`config.mk`:
```
export PLATFORM = sky130hd
export DESIGN_NAME = cordic_stream_ctrl
export DESIGN_NICKNAME = d
export VERILOG_FILES = /design/src/rtl/cordic_stream_ctrl.sv
export SDC_FILE = /design/constraint.sdc
export NUM_CORES = 2
export LEC_CHECK = 0
export ABC_AREA = 1
export CAP_MARGIN = 20
export CORE_UTILIZATION = 25
export CTS_CLUSTER_SIZE = 10
export DETAILED_ROUTE_END_ITERATION = 8
export PLACE_DENSITY = 0.41
export SYNTH_ARGS = -nofsm -noshare
export SYNTH_HDL_FRONTEND = slang
export SYNTH_SLANG_ARGS = --single-unit
```
`constraint.sdc`:
```
create_clock -name clk -period 9.1 [get_ports clk]
set_input_delay 2.73 -clock clk [delete_from_list [all_inputs] [get_ports clk]]
set_output_delay 2.73 -clock clk [all_outputs]
set_load 0.05 [all_outputs]
```
`src/rtl/cordic_stream_ctrl.sv`:
```
// Streaming wrapper around the fixed-latency cordic pipeline: valid/ready op intake, LATENCY-deep tag line,
// and a first-word-fall-through result FIFO whose space is reserved by credits at issue time.
module cordic_stream_ctrl #(
  parameter int LATENCY    = 34,
  parameter int FIFO_DEPTH = 64
) (
  input  logic        clk,
  input  logic        reset,
  input  logic        in_valid,
  output logic        in_ready,
  input  logic [31:0] in_theta,
  input  logic [4:0]  in_n,
  output logic [31:0] cordic_theta,
  output logic [4:0]  cordic_n,
  input  logic [31:0] cordic_result,
  output logic        out_valid,
  input  logic        out_ready,
  output logic [31:0] out_data,
  output logic        busy
);

  localparam int CW = $clog2(FIFO_DEPTH + 1);
  localparam int AW = $clog2(FIFO_DEPTH);

  logic [LATENCY-1:0] r_vld;
  logic [CW-1:0]      r_inflight;
  logic [CW-1:0]      r_count;
  logic [AW-1:0]      r_wr_ptr;
  logic [AW-1:0]      r_rd_ptr;
  logic [31:0]        r_mem [FIFO_DEPTH];
  logic [31:0]        r_last;
  logic [4:0]         r_cur_n;

  logic [CW-1:0]      w_credits;
  logic               w_accept;
  logic               w_capture;
  logic               w_pop;

  // Every issued op owns a FIFO slot until popped, so a capture always finds room.
  assign w_credits    = CW'(FIFO_DEPTH) - r_inflight - r_count;
  // cordic shares one n across all stages: a different n waits for an empty pipeline.
  assign in_ready     = (w_credits != '0) && ((in_n == r_cur_n) || (r_inflight == '0));
  assign w_accept     = in_valid & in_ready;
  assign w_capture    = r_vld[LATENCY-1];
  assign out_valid    = (r_count != '0);
  assign w_pop        = out_valid & out_ready;
  assign out_data     = out_valid ? r_mem[r_rd_ptr] : r_last;
  assign cordic_theta = in_theta;
  assign cordic_n     = r_cur_n;
  assign busy         = (r_inflight != '0) || out_valid;

  always_ff @(posedge clk or negedge reset) begin
    if (!reset) begin
      r_vld      <= '0;
      r_inflight <= '0;
      r_cur_n    <= '0;
    end else begin
      r_vld      <= {r_vld[LATENCY-2:0], w_accept};
      r_inflight <= r_inflight + CW'(w_accept) - CW'(w_capture);
      if (w_accept) begin
        r_cur_n <= in_n;
      end
    end
  end

  always_ff @(posedge clk or negedge reset) begin
    if (!reset) begin
      r_wr_ptr <= '0;
      r_rd_ptr <= '0;
      r_count  <= '0;
      r_last   <= '0;
    end else begin
      if (w_capture) begin
        r_wr_ptr <= r_wr_ptr + AW'(1);
      end
      if (w_pop) begin
        r_rd_ptr <= r_rd_ptr + AW'(1);
        r_last   <= r_mem[r_rd_ptr];
      end
      r_count <= r_count + CW'(w_capture) - CW'(w_pop);
    end
  end

  // Storage needs no reset: r_count gates every read of it.
  always_ff @(posedge clk) begin
    if (w_capture) begin
      r_mem[r_wr_ptr] <= cordic_result;
    end
  end

endmodule

```
==> summary.md <==
| Metric | Value |
|---|---|
| Outcome | finished, final reports clean |
| Initial antenna violation count | 12 |
| Setup bufs post-CTS | 0 |
| CP peak stage delay | 0.84 ns |
| Final WS setup | 1.16 ns |
| Total CTS buffers | 275 |
| IO Count | 145 |
| Starting Density | 0.252 |
| Dpl hpwl | 143 mm |
| Post-synth EDFFs | 2048 |
| Worst path slowest cell | clkdlybuf4s50_1 |
| # setup viols final | 0 |
| Min-delay worst type | flop to flop |
| Synth area leaders | edfxtp_1, nand2_1, nand3_1, nor2_1, dfrtp_1 |
| # port buffers | 80 |
| Core area | 357000 um2 |
| Routed vias/inst | 4.39 |
| CP Launch Type | flop |
| Final Wtd Congestion | 0.751 |
| Post-Syn Area | 89800 um2 |
| Post-synth net total | 8467 |
| Crit path to | out_data[10] |
| Worst-margin pin slew | 1.20 ns |
| Die X | 601 um |
| Critical Path Stages | 13 |
| Final period util | 0.873 |
| Worst r2r dst | r_inflight[6] |
| Clk buf depth | 4 |
| Leakage | 39.6 nW |
| Routed WL | 278 mm |
| Worst-path clk slew | 0.05 ns |
| Number of global-route vias before repair | 56500 |
| Largest net degree at the start of global routing | 185 |
| Critical path buffers and inverters | 3 |
| Average wire per standard cell | 20.9 um |
| Max-Cap Viols | 0 |
| Critical path class | flop to output pin |
| Pre-CTS setup slack | 1.46 ns |
| Max Freq | 0.126 GHz |
| Clk sinks | 2145 |
| Most repeated cell in the gate-level netlist after synthesis | nand2_1 |
| First-pass GRT wire length | 401 mm |
| Critical path's top delay family | buffers and inverters |
| Rows | 219 |
| Synth top area share | 0.684 |
| Remaining antenna violation count | 0 |
| R2R depth | 22 |
| Synth Instances | 8360 |
| Endpoints failing hold | 0 |
| Worst-skew pair later-pin latency | 0.94 ns |
| DIE HEIGHT | 601 um |
| Hold Slack | 0.327 ns |
| # H-tree levels | 5 |
| Avg Synthesized Cell Area | 10.7 um2 |
| CTS-repair resized insts | 0 |
| CTS tree | yes |
| Nets | 8520 |
| Global route overflow | 0 |
| Post-DP Area | 96500 um2 |
| Arr. time, crit path | 5.21 ns |
| CP Capture Type | output pin |
| #FFs+latches synth | 2145 |
| Die Area | 362000 um2 |
| Cts hold-fix bufs | 0 |
| Via count | 58300 |
| Asr flop ratio synth | 0.0452 |
| Cell mode on critical path | nand2_1 |
| P&R area growth vs syn | 15.7% |
| Worst path cell trace | inv_8 > buf_12 > nand2_1 > nand2_1 > nand2_1 > a21oi_1 > nor2_1 > nand2_1 > nand3_1 > nand2_1 > nand2_1 > nand2_1 > clkdlybuf4s50_1 |
| Number of detailed-route iterations in the first pass | 5 |
| Layout cells sized above 1 | 0.0727 |
| Final instance area | 104000 um2 |
| Post-route DRC violation count | 0 |
| CP max FO | 115 |
| Iter 0 DRT Violations | 4873 |
| Synth cell types | 25 |
| Worst EP required | 6.37 ns |
| Maximum vdd drop | 0.407 mV |
| RSZ-0062 raised after global routing | no |
| Post-synthesis sequential area ratio | 0.711 |
| Slew headroom | 0.199 |
| Skew final | 0.0474 ns |
| Clock root cell | clkbuf_16 |
| Reg2Reg Launch Point | r_count[1] |
| P per Cell Area | 311 nW/um2 |
| Synth area leader | edfxtp_1 |
| Gr usage total | 0.150 |
| Fillers | 36700 |
| CP startpoint | r_rd_ptr[0] |
| Tmin final | 7.94 ns |
| Max-slew violation count | 0 |
| Post-synth top cells | nand2_1, edfxtp_1, nand3_1, nor2_1, inv_1 |
| Ys Warns | 0 |
| Worst R2R Setup Slack | 4.60 ns |
| Post-synth top flop | edfxtp_1 |
| Fin Setup TNS | 0 ns |
[flip-flops by register name (all words and copies together), names as in the netlist]
| register | cells |
|---|---|
| cordic_n | 5 |
| r_wr_ptr | 6 |
| r_vld | 34 |
| r_mem | 2048 |
| r_rd_ptr | 6 |
| r_count | 7 |
| r_last | 32 |
| r_inflight | 7 |
[worst reg2reg max path, stage by stage, from the launching register on]
cell,delay [ns]
dfrtp_1,0.45
ha_1,0.30
inv_1,0.05
ha_1,0.15
inv_1,0.06
fa_1,0.46
nand3b_1,0.17
nand2_1,0.09
nand2_1,0.06
nand4_1,0.06
nor2_1,0.05
nand2_1,0.23
nand3_1,0.38
ha_1,0.43
inv_1,0.05
ha_1,0.21
fa_1,0.44
a21oi_1,0.19
o21bai_1,0.11
a21oi_1,0.14
nor2_1,0.05
nor2_1,0.11
xor2_1,0.16
[report_power, final]
part	total (mW)	internal, mW	switching [mW]
Sequential	11.2	11.0	0.259
Combinational	11.7	3.14	8.53
Clock	9.45	5.52	3.93
[area by class of cell]
class / instances / area (um2) / share of cell area
clock buffer: 352 / 7250 / 0.0698
sequential: 2145 / 63900 / 0.615
clock inverter: 29 / 179 / 0.00172
tap: 4751 / 5940 / 0.0572
antenna: 7 / 17.5 / 0.000169
timing repair buffer: 257 / 2390 / 0.0230
inverter: 626 / 2380 / 0.0229
multi-input combinational: 5108 / 21800 / 0.210
[worst min path at each step]
stage               startpoint         to  slack [ns]  depth (start not counted)
floorplan             r_vld[9]  r_vld[10]        0.33                          0
global placement     r_vld[29]  r_vld[30]        0.34                          0
detailed placement    r_vld[7]   r_vld[8]        0.33                          0
CTS                  r_vld[27]  r_vld[28]        0.33                          0
global route         r_vld[27]  r_vld[28]        0.33                          0
finish               r_vld[27]  r_vld[28]        0.33                          0
[layout by cell type (no fill, tap or decap), types with 42 or more instances in the layout]
cell	netlist	layout
a21oi_1	140	140
buf_4	36	148
clkbuf_1	201	72
clkbuf_16	0	278
clkdlybuf4s50_1	0	42
dfrtp_1	97	92
edfxtp_1	2048	2048
inv_1	625	619
nand2_1	2878	2877
nand3_1	845	845
nor2_1	834	776
nor2_4	0	58
o21ai_0	293	293
[logic make-up after synthesis]
logic type | after synthesis | share of synthesized area
and+or+nand+nor | 4610 | 0.206
DFF | 2145 | 0.711
buffers and inverters | 1107 | 0.0507
AOI/OAI and AO/OA | 437 | 0.0245
adders and majority gates | 34 | 0.00499
xor gates and xnor gates | 27 | 0.00263
[per-layer routing]
metal | GRT usage | part of all wire | vias up
met5 | 0 | 0.000061 | -
met1 | 0.206 | 0.46 | 28800
met3 | 0.0221 | 0.049 | 378
met4 | 0.0404 | 0.024 | 2
li1 | - | - | 27700
met2 | 0.248 | 0.47 | 1405
[metrics by stage]
step	util	total power, mW	std cells
after floorplan	-	18.7	8360
after global placement	0.270	23.3	12900
after detailed placement	0.270	23.3	12900
after CTS	0.291	32.9	13300
after global routing	0.291	34.3	13300
final	0.291	32.4	13300
No activity file was read; power rests on OpenSTA's default activity.
